==> config.mk <==
export PLATFORM = sky130hd
export DESIGN_NAME = edge_sync_array
export DESIGN_NICKNAME = d
export VERILOG_FILES = /design/src/rtl/edge_sync_pkg.sv /design/src/rtl/edge_sync_chan.sv /design/src/rtl/edge_sync_array.sv
export SDC_FILE = /design/constraint.sdc
export NUM_CORES = 1
export LEC_CHECK = 0
export BUFFER_PORTS_ARGS = -buffer_cell sky130_fd_sc_hd__buf_2
export CAP_MARGIN = 5
export CORE_MARGIN = 4
export CORE_UTILIZATION = 50
export CTS_CLUSTER_DIAMETER = 40
export DETAILED_ROUTE_END_ITERATION = 7
export PLACE_DENSITY = 0.83
export SYNTH_ARGS = -nofsm -noshare
export SYNTH_HDL_FRONTEND = slang
export SYNTH_HIERARCHICAL = 1
export SYNTH_SLANG_ARGS = --single-unit
==> constraint.sdc <==
create_clock -name clk2 -period 2.2 [get_ports clk2]
set_input_delay 0.11 -clock clk2 [delete_from_list [all_inputs] [get_ports clk2]]
set_output_delay 0.11 -clock clk2 [all_outputs]
set_load 0.02 [all_outputs]
==> src/rtl/edge_sync_pkg.sv <==
// Shared definitions for the edge_sync_array slice: edge modes, parameter limits
// and the deglitch counter width helper.
package edge_sync_pkg;

    typedef enum logic [1:0] {
        EDGE_OFF  = 2'b00,
        EDGE_RISE = 2'b01,
        EDGE_FALL = 2'b10,
        EDGE_BOTH = 2'b11
    } edge_mode_e;

    localparam int CHANNELS_MIN    = 1;
    localparam int CHANNELS_MAX    = 32;
    localparam int SYNC_STAGES_MIN = 2;
    localparam int SYNC_STAGES_MAX = 4;
    localparam int FILT_CYCLES_MIN = 1;
    localparam int FILT_CYCLES_MAX = 255;

    function automatic int filt_cnt_width(input int filt_cycles);
        return (filt_cycles < 1) ? 1 : $clog2(filt_cycles + 1);
    endfunction

endpackage

==> src/rtl/edge_sync_chan.sv <==
// One channel: synchronizer chain, optional deglitch filter (EDGE_SYNC_FILTER_EN),
// selectable edge detect, one-cycle pulse and sticky status bit.
module edge_sync_chan #(
    parameter int SYNC_STAGES = 2,
    parameter int FILT_CYCLES = 3
) (
    input  logic       clk2,
    input  logic       reset_n,
    input  logic       data_in,
    input  logic [1:0] mode,
    input  logic       clr,
    output logic       level_out,
    output logic       pulse_out,
    output logic       status
);
    import edge_sync_pkg::*;

    if (SYNC_STAGES < SYNC_STAGES_MIN || SYNC_STAGES > SYNC_STAGES_MAX) begin : g_bad_sync
        $error("edge_sync_chan: SYNC_STAGES out of range");
    end
    if (FILT_CYCLES < FILT_CYCLES_MIN || FILT_CYCLES > FILT_CYCLES_MAX) begin : g_bad_filt
        $error("edge_sync_chan: FILT_CYCLES out of range");
    end

    logic [SYNC_STAGES-1:0] sync_q;
    logic                   sync_level;
    logic                   level;
    logic                   prev_q;
    logic                   pulse_q;
    logic                   status_q;
    logic                   rise;
    logic                   fall;
    logic                   match;
    edge_mode_e             mode_e;

    always_ff @(posedge clk2 or negedge reset_n) begin
        if (!reset_n) begin
            sync_q <= '0;
        end else begin
            sync_q <= {sync_q[SYNC_STAGES-2:0], data_in};
        end
    end

    assign sync_level = sync_q[SYNC_STAGES-1];

`ifdef EDGE_SYNC_FILTER_EN
    localparam int CNT_W = filt_cnt_width(FILT_CYCLES);
    localparam logic [CNT_W-1:0] CNT_LAST = CNT_W'(FILT_CYCLES - 1);

    logic [CNT_W-1:0] filt_cnt;
    logic             level_q;

    // A new level is accepted only after FILT_CYCLES consecutive mismatching cycles.
    always_ff @(posedge clk2 or negedge reset_n) begin
        if (!reset_n) begin
            filt_cnt <= '0;
            level_q  <= 1'b0;
        end else if (sync_level != level_q) begin
            if (filt_cnt == CNT_LAST) begin
                level_q  <= sync_level;
                filt_cnt <= '0;
            end else begin
                filt_cnt <= filt_cnt + 1'b1;
            end
        end else begin
            filt_cnt <= '0;
        end
    end

    assign level = level_q;
`else
    assign level = sync_level;
`endif

    assign mode_e = edge_mode_e'(mode);
    assign rise   = level & ~prev_q;
    assign fall   = ~level & prev_q;

    always_comb begin
        match = 1'b0;
        case (mode_e)
            EDGE_RISE: match = rise;
            EDGE_FALL: match = fall;
            EDGE_BOTH: match = rise | fall;
            default:   match = 1'b0;
        endcase
    end

    // prev tracks level every cycle so that a mode change alone never looks like an edge.
    always_ff @(posedge clk2 or negedge reset_n) begin
        if (!reset_n) begin
            prev_q   <= 1'b0;
            pulse_q  <= 1'b0;
            status_q <= 1'b0;
        end else begin
            prev_q   <= level;
            pulse_q  <= match;
            status_q <= pulse_q | (status_q & ~clr);
        end
    end

    assign level_out = level;
    assign pulse_out = pulse_q;
    assign status    = status_q;

endmodule

==> src/rtl/edge_sync_array.sv <==
// Multi-channel synchronizer and edge detector with maskable interrupt.
// Optional deglitch filter compiled in with EDGE_SYNC_FILTER_EN.
module edge_sync_array #(
    parameter int CHANNELS    = 8,
    parameter int SYNC_STAGES = 2,
    parameter int FILT_CYCLES = 3
) (
    input  logic                  clk2,
    input  logic                  reset_n,
    input  logic [CHANNELS-1:0]   data_in,
    input  logic [2*CHANNELS-1:0] mode,
    input  logic [CHANNELS-1:0]   clr,
    input  logic [CHANNELS-1:0]   irq_en,
    output logic [CHANNELS-1:0]   level_out,
    output logic [CHANNELS-1:0]   pulse_out,
    output logic [CHANNELS-1:0]   status,
    output logic                  irq
);
    import edge_sync_pkg::*;

    if (CHANNELS < CHANNELS_MIN || CHANNELS > CHANNELS_MAX) begin : g_bad_channels
        $error("edge_sync_array: CHANNELS out of range");
    end

    logic irq_q;

    for (genvar ch = 0; ch < CHANNELS; ch++) begin : g_chan
        edge_sync_chan #(
            .SYNC_STAGES (SYNC_STAGES),
            .FILT_CYCLES (FILT_CYCLES)
        ) u_chan (
            .clk2      (clk2),
            .reset_n   (reset_n),
            .data_in   (data_in[ch]),
            .mode      (mode[2*ch +: 2]),
            .clr       (clr[ch]),
            .level_out (level_out[ch]),
            .pulse_out (pulse_out[ch]),
            .status    (status[ch])
        );
    end

    always_ff @(posedge clk2 or negedge reset_n) begin
        if (!reset_n) begin
            irq_q <= 1'b0;
        end else begin
            irq_q <= |(status & irq_en);
        end
    end

    assign irq = irq_q;

endmodule

==> results.toml, run 1 <==
[synthesis]
synth_most_common_cell = "dfrtp_1"
synth_edf_count = 0
netlist_instances = 134
netlist_area_sq_um = 1620
async_flop_share_pct = 100
ys_types = 9
yosysTopAreaCell = "dfrtp_1"
yosysTopAreaCellShare_pct = 63.2
syn_area_per_cell_sq_um = 12.1
yosysWarnings = 6
synth_area_leaders = "dfrtp_1 63%, ha_1 12%, nor2b_1 6.2%"
synth_nets = 192
synth_flop_cell = "dfrtp_1"
synth_common_cells = "41 x dfrtp_1, 24 x inv_1, 16 x ha_1, 16 x nor2b_1, 16 x o21ai_1"
synth_seq_area_share_pct = 63.2
ys_ff_latch = 41

[clocking]
numCtsBuffers = 5
cts_max_level = 2
clock_latency_ns = 0.34
cts.sinks = 41
cts_tree = "done"
root_buffer = "clkbuf_4"
clockBufferDepth = 2
clk_pin_slew_ns = 0.11

[place]
dp.cells = 244
gp_congestion = 0.709
post-dp-hpwl_mm = 2.18
io_buffer_count = 66
place_area_sq_um = 2010

[floorplanning]
dieWidth_microns = 65.0
io_pins = 67
die-area_sq_um = 4220
coreArea_sq_um = 3080
die_y_microns = 65.0
row_count = 20
start_util_pct = 52.7

[power_and_ir_drop]
ir_drop_mv = 0.526
power_density_nw_per_um2 = 645
power.leakage_nw = 1.30

[worst_setup_path]
worstSetupStartpointType = "flop"
crit_slowest_cell = "dlygate4sd3_1"
crit_family = "buffers and inverters"
end_kind = "flop"
arrival_ns = 1.89
crit_top_cell = "o21ai_1"
worstPathCellList = "inv_1 -> ha_1 -> nor2b_1 -> o21ai_1 -> o21ai_1 -> dlygate4sd3_1"
critPathMaxFanout = 4
critPathMaxStageDelay_ns = 0.55
critPathBufInv = 2
path_class = "reg2reg"
critPathRequiredTime_ns = 2.44

[timing]
rsz0062_at_grt = "no"
setup_viol = 0
finalCritPeriodShare_pct = 75.1
fmax_ghz = 0.605
period_minus_slack_ns = 1.65
tightest_slew_ns = 0.863
final_hold_viol_count = 0
finClkSkew_ns = 0.00417
fin_tns_setup_ns = 0
maxSlewHeadroom_pct = 42.5
slew_viol_final = 0

[finish]
area_growth_pct = 42.6
layout-drive-gt1-share_pct = 31.0
post-route-util_pct = 75.2
fin_area_sq_um = 2310
multiInputGateArea_sq_um = 507
diodes = 0
stdcell_count = 276
final_nets = 290
nFillCells = 230
seqCellArea_sq_um = 1030

[global_route]
grt_overflow = 0
grt_pass1_wl_mm = 5.54
first_global_vias = 1276
met2_usage_pct = 31.0
use_met3_pct = 6.41
antenna_found_initial = 0
grt_max_degree = 42
grt_use_total_pct = 17.9
met1_usage_pct = 19.4
busiest_layer = "met2"

[drt]
drtIter0Drc = 18
routedWlPerCell_microns = 11.7
finalWirelength_mm = 3.23
drtPass1Iterations = 4
ant_nets = 0
drc = 0
vias = 1248
viasPerCell = 4.52

[run_status]
outcome = "complete, no violations"

[flow_run]
maxCapViolCount = 0

[hold_path]
hold_path.class = "in2reg"
## cells by family (layout without fill, tap and decap cells)
logic type               Yosys count  in the layout  synth area share (%)
buffers and inverters             24            122                  5.55
adder cells (fa/ha/maj)           16             16                  12.3
flip-flops                        41             41                  63.2
AO/OA/AOI/OAI                     28             28                  10.5
AND/OR/NAND/NOR                   25             25                  8.40
## per-layer routing
| metal | up-vias | wire length [microns] |
|---|---|---|
| li1 | 621 | - |
| met1 | 569 | 1250 |
| met2 | 50 | 1620 |
| met3 | 8 | 293 |
| met4 | 0 | 68 |
| met5 | - | 0 |
## through the flow
step           worst slack (ns)  power, mW  hold WS [ns]
2_1_floorplan              1.08      0.976        -0.186
3_3_place_gp               1.15       1.09         0.218
3_5_place_dp               1.10       1.09         0.220
4_1_cts                   0.582       1.51       0.00555
5_1_grt                   0.424       1.58      0.000156
6_report                  0.547       1.49        0.0215
## power breakdown
group	internal, mW	switching [mW]
clock	0.151	0.220
combinational	0.133	0.141
sequential	0.810	0.0357
total	1.09	0.397
## worst min-delay path: stages
cell and delay, ns:
buf_2 0.09, inv_1 0.04, a21o_1 0.10
## timing repair
item / 4_1_cts / 5_1_grt
setup buffers: 0 / 0
gates resized for setup: 0 / 0
hold buffers: 25 / 0
endpoints found under the setup margin: 0 / 0
hold endpoints to repair: 58 / 0
## registers in the layout, summed over array words and instances, names as in the netlist
name and count:
g_chan.u_chan/prev_q 8, g_chan.u_chan/pulse_out 8, g_chan.u_chan/status 8, g_chan.u_chan/sync_q 16
irq 1
## placed cells by master (no fill, tap or decap)
cell and instances:
a21o_1 8, a22oi_1 4, buf_2 66, clkbuf_1 1, clkbuf_4 5, clkbuf_8 1
dfrtp_1 41, dlygate4sd3_1 25, ha_1 16, inv_1 24, nand2_1 8, nand4_1 1
nor2b_1 16, o21ai_1 16
## path summary, 6_finish.rpt
check / endpoint / slack, ns / cells past startpoint / start
worst max-delay path: g_chan[4].u_chan/pulse_out / 0.55 / 6 / g_chan[4].u_chan/sync_q[1]
worst min-delay path: g_chan[4].u_chan/status / 0.02 / 3 / clr[4]
worst max register to register: g_chan[4].u_chan/pulse_out / 0.55 / 6 / g_chan[4].u_chan/sync_q[1]
worst min register to register: g_chan[6].u_chan/sync_q[1] / 0.36 / 0 / g_chan[6].u_chan/sync_q[0]
max in group asynchronous: g_chan[3].u_chan/prev_q / 1.26 / 2 / reset_n
min in group asynchronous: g_chan[0].u_chan/sync_q[1] / 0.41 / 2 / reset_n
## cell type report
| cell class | instances | area share (%) |
|---|---|---|
| Inverter | 24 | 3.89 |
| Multi-Input combinational cell | 69 | 21.9 |
| Sequential cell | 41 | 44.3 |
| Tap cell | 44 | 2.38 |
| Clock buffer | 7 | 2.38 |
| Timing Repair Buffer | 91 | 25.1 |
Note: power is estimated with default switching activity, not from simulation.
==> run 2, diff against run 1 <==
--- a/config.mk
+++ b/config.mk
@@ -8,10 +8,10 @@
 export BUFFER_PORTS_ARGS = -buffer_cell sky130_fd_sc_hd__buf_2
 export CAP_MARGIN = 5
 export CORE_MARGIN = 4
-export CORE_UTILIZATION = 50
+export CORE_UTILIZATION = 47
 export CTS_CLUSTER_DIAMETER = 40
 export DETAILED_ROUTE_END_ITERATION = 7
-export PLACE_DENSITY = 0.83
+export PLACE_DENSITY = 0.78
 export SYNTH_ARGS = -nofsm -noshare
 export SYNTH_HDL_FRONTEND = slang
 export SYNTH_HIERARCHICAL = 1
==> constraint.sdc (replaced) <==
create_clock -name clk2 -period 1.6 [get_ports clk2]
set_input_delay 0.08 -clock clk2 [delete_from_list [all_inputs] [get_ports clk2]]
set_output_delay 0.08 -clock clk2 [all_outputs]
set_load 0.02 [all_outputs]
==> results.toml, run 2 (synthesis results as in run 1) <==
[finish]
largest_register_ffs = 16
top_register = "g_chan.u_chan/sync_q"
stdcell_count = 295
layout-drive-gt1-share_pct = 30.1
area_growth_pct = 54.1
nFillCells = 230
multiInputGateArea_sq_um = 507
final_nets = 306
layout_commonest_cell = "buf_2"
diodes = 0
post-route-util_pct = 75.0
seqCellArea_sq_um = 1030
fin_area_sq_um = 2500
final_cell_mix = "66 x buf_2, 41 x dfrtp_1, 39 x dlygate4sd3_1, 24 x inv_1"

[worst_setup_path]
worstSetupStartpointType = "flop"
worstPathCellList = "a22oi_1 -> dlygate4sd3_1 -> nand4_1"
ff2ff_setup_slack_ns = 0.17
timing.rr.start = "g_chan[2].u_chan/status"
startpoint = "g_chan[2].u_chan/status"
critPathMaxStageDelay_ns = 0.58
path_class = "reg2reg"
crit_slowest_cell = "dlygate4sd3_1"
end_kind = "flop"
critPathRequiredTime_ns = 1.83
critPathMaxFanout = 3
arrival_ns = 1.66

[clocking]
numCtsBuffers = 5
cts_max_level = 2
clockBufferDepth = 2
post_cts_buffers = 0
clock_latency_ns = 0.35
root_buffer = "clkbuf_4"
cts.sinks = 41
cts_tree = "done"
clk_pin_slew_ns = 0.12

[floorplanning]
io_pins = 67
coreArea_sq_um = 3340
dieWidth_microns = 66.8
die_y_microns = 66.8
start_util_pct = 48.6
die-area_sq_um = 4460
row_count = 21

[place]
dp.cells = 248
io_buffer_count = 66
post-dp-hpwl_mm = 2.45
dp_slack_ns = 0.514
gp_congestion = 0.692
place_area_sq_um = 2030

[global_route]
grt_overflow = 0
grt_max_degree = 23
grt_pass1_wl_mm = 6.26
grt_use_total_pct = 19.2
first_global_vias = 1424
antenna_found_initial = 0

[timing]
finalCritPeriodShare_pct = 89.4
fin_ws_ns = 0.169
rsz0062_at_grt = "no"
fin_tns_setup_ns = 0
period_minus_slack_ns = 1.43
tightest_slew_ns = 0.474
maxSlewHeadroom_pct = 68.4
final_hold_viol_count = 0
finClkSkew_ns = 0.0161
slew_viol_final = 0
setup_viol = 0
hold_slack_ns = 0.0257
fmax_ghz = 0.699

[drt]
finalWirelength_mm = 3.78
viasPerCell = 4.54
drtIter0Drc = 50
routedWlPerCell_microns = 12.8
ant_nets = 0
vias = 1338
drc = 0
drtPass1Iterations = 4

[power_and_ir_drop]
p_comb_share_pct = 18.1
ir_drop_mv = 0.685
p_seq_share_pct = 51.4
swShare_pct = 25.2
power_density_nw_per_um2 = 906
power_mw = 2.27
p_int_mw = 1.69
clockPowerShare_pct = 30.5
power.leakage_nw = 1.37
p_sw_mw = 0.572

[run_status]
outcome = "complete, no violations"

[hold_path]
hold_path.class = "in2reg"
hp-start = "clr[0]"

[flow_run]
maxCapViolCount = 0
-- run 2: area by class of cell --
| type | count | share of cell area (%) |
|---|---|---|
| clock buffers | 7 | 2.20 |
| repair buffers | 107 | 29.4 |
| flip-flops and latches | 41 | 41.0 |
| multi-input cells | 69 | 20.3 |
| well taps | 46 | 2.30 |
| inverters | 24 | 3.60 |
| clock inverters | 1 | 1.20 |
-- run 2: worst paths after layout --
check / cells after the start / to
min in group asynchronous: 2 / g_chan[2].u_chan/pulse_out
worst max register to register: 3 / irq
worst min register to register: 0 / g_chan[3].u_chan/sync_q[1]
max in group asynchronous: 3 / g_chan[6].u_chan/sync_q[0]
worst min-delay path: 3 / g_chan[0].u_chan/status
worst max-delay path: 3 / irq
-- run 2: critical path: cells and delay by family (launching register included) --
family,cells,cell delay (ns)
flops,1,0.42
buf+inv,1,0.58
compound gates,1,0.20
simple gates,1,0.10
-- run 2: metal layers --
layer  up-vias  wire (microns)  global-route usage [%]
li1        654               -                       -
met2        60            1900                    34.0
met1       612            1410                    20.3
met5         -               0                       0
met4         0             106                    7.61
met3        12             361                    7.25
-- run 2: power groups by stage --
stage	Sequential [mW]	Clock [mW]	Combinational, mW
3_3_place_gp	1.18	0	0.317
4_1_cts	1.16	0.713	0.409
5_1_grt	1.18	0.763	0.457
6_report	1.17	0.691	0.411
2_1_floorplan	1.25	0	0.0899
3_5_place_dp	1.19	0	0.327
-- run 2: repair_timing --
| item | CTS | global route |
|---|---|---|
| resized for setup | 0 | 0 |
| endpoints found under the hold margin | 44 | 0 |
| hold buffers | 39 | 0 |
==> run 3, diff against run 2 <==
--- a/config.mk
+++ b/config.mk
@@ -12,6 +12,7 @@
 export CTS_CLUSTER_DIAMETER = 40
 export DETAILED_ROUTE_END_ITERATION = 7
 export PLACE_DENSITY = 0.78
+export RECOVER_POWER = 100
 export SYNTH_ARGS = -nofsm -noshare
 export SYNTH_HDL_FRONTEND = slang
 export SYNTH_HIERARCHICAL = 1
==> results.toml, run 3 (synthesis results as in run 1) <==
[clocking]
root_buffer = "clkbuf_4"
cts.sinks = 41
cts_resized = 0
post_cts_buffers = 0
cts.hold.buffers_added = 39
clk_pin_slew_ns = 0.12
clockBufferDepth = 2
cts_tree = "done"
numCtsBuffers = 5
clock_latency_ns = 0.35
cts_max_level = 2

[timing]
finalCritPeriodShare_pct = 89.5
finClkSkew_ns = 0.0162
period_minus_slack_ns = 1.43
maxSlewHeadroom_pct = 24.6
fin_ws_ns = 0.168
hold_slack_ns = 0.0285
setup_viol = 0
tightest_slew_ns = 1.13
fin_tns_setup_ns = 0
final_hold_viol_count = 0
rsz0062_at_grt = "no"
fmax_ghz = 0.699
slew_viol_final = 0

[power_and_ir_drop]
power.leakage_nw = 1.29
power_density_nw_per_um2 = 913
ir_drop_mv = 0.689

[drt]
routedWlPerCell_microns = 12.9
vias = 1353
drtPass1Iterations = 4
drc = 0
viasPerCell = 4.59
ant_nets = 0
finalWirelength_mm = 3.80
drtIter0Drc = 63

[flow_run]
maxCapViolCount = 0

[finish]
final_cell_mix = "41 x dfrtp_1, 40 x buf_2, 39 x dlygate4sd3_1, 27 x clkbuf_1, 24 x inv_1"
layout_commonest_cell = "dfrtp_1"
final_nets = 306
diodes = 0
area_growth_pct = 52.0
post-route-util_pct = 73.9
largest_register_ffs = 16
top_register = "g_chan.u_chan/sync_q"
layout-drive-gt1-share_pct = 19.7

[global_route]
grt_use_total_pct = 19.2
first_global_vias = 1424
grt_pass1_wl_mm = 6.26
grt_overflow = 0
antenna_found_initial = 0
grt_max_degree = 23

[worst_setup_path]
arrival_ns = 1.66
end_kind = "flop"
worstPathCellList = "a22oi_1 -> dlygate4sd3_1 -> nand4_1"
critPathBufInv = 1
critPathRequiredTime_ns = 1.83
path_class = "reg2reg"
crit_family = "buffers and inverters"
crit_slowest_cell = "dlygate4sd3_1"
worstSetupStartpointType = "flop"
critPathMaxStageDelay_ns = 0.58
critPathMaxFanout = 3

[floorplanning]
die-area_sq_um = 4460
io_pins = 67
die_y_microns = 66.8
start_util_pct = 48.6
row_count = 21
dieWidth_microns = 66.8
coreArea_sq_um = 3340

[run_status]
outcome = "complete, no violations"

[place]
dp_slack_ns = 0.514
post-dp-hpwl_mm = 2.45
gp_congestion = 0.692
io_buffer_count = 66

[hold_path]
hold_path.class = "in2reg"
## run 3: worst reg2reg max path: cells and delay by family (launching register included)
kind,cells,cell delay (ns)
DFF,1,0.42
and+or+nand+nor,1,0.10
buffers and inverters,1,0.58
AOI/OAI and AO/OA,1,0.20
## run 3: worst paths after layout
check                                            from                         end  slack [ns]  depth (start not counted)
hold / removal                                 clr[0]     g_chan[0].u_chan/status        0.03                          3
max in group asynchronous                     reset_n  g_chan[5].u_chan/sync_q[1]        0.33                          3
setup reg to reg              g_chan[2].u_chan/status                         irq        0.17                          3
setup / recovery              g_chan[2].u_chan/status                         irq        0.17                          3
hold reg to reg            g_chan[3].u_chan/sync_q[0]  g_chan[3].u_chan/sync_q[1]        0.36                          0
min in group asynchronous                     reset_n     g_chan[2].u_chan/status        0.46                          2
## run 3: cell type report
type | instances | area, sq um
clock buffers | 7 | 55.1
clock inverters | 1 | 30.0
fillers | 250 | 871
inverters | 24 | 90.1
multi-input cells | 69 | 507
flip-flops and latches | 41 | 1030
well taps | 46 | 57.6
repair buffers | 107 | 701
## run 3: through the flow
step	total power, mW	instances	cell area (sq um)
final	2.25	295	2470
after global routing	2.38	295	2470
after floorplan	1.34	134	1620
after detailed placement	1.51	248	2030
after CTS	2.29	295	2500
after global placement	1.50	248	2030
## run 3: power by group
group	total [mW]	internal, mW	switching (mW)	leakage, nW
clock network	0.692	0.373	0.319	0.0455
logic	0.391	0.189	0.203	0.748
registers	1.17	1.11	0.0532	0.493
total	2.25	1.68	0.575	1.29
## run 3: routing by layer
layer / vias up / track usage, % / share of wire [%]
met3: 12 / 7.25 / 11
met4: 0 / 7.61 / 2.8
met5: - / 0 / 0
met1: 626 / 20.3 / 36
li1: 653 / - / -
met2: 62 / 34.0 / 50
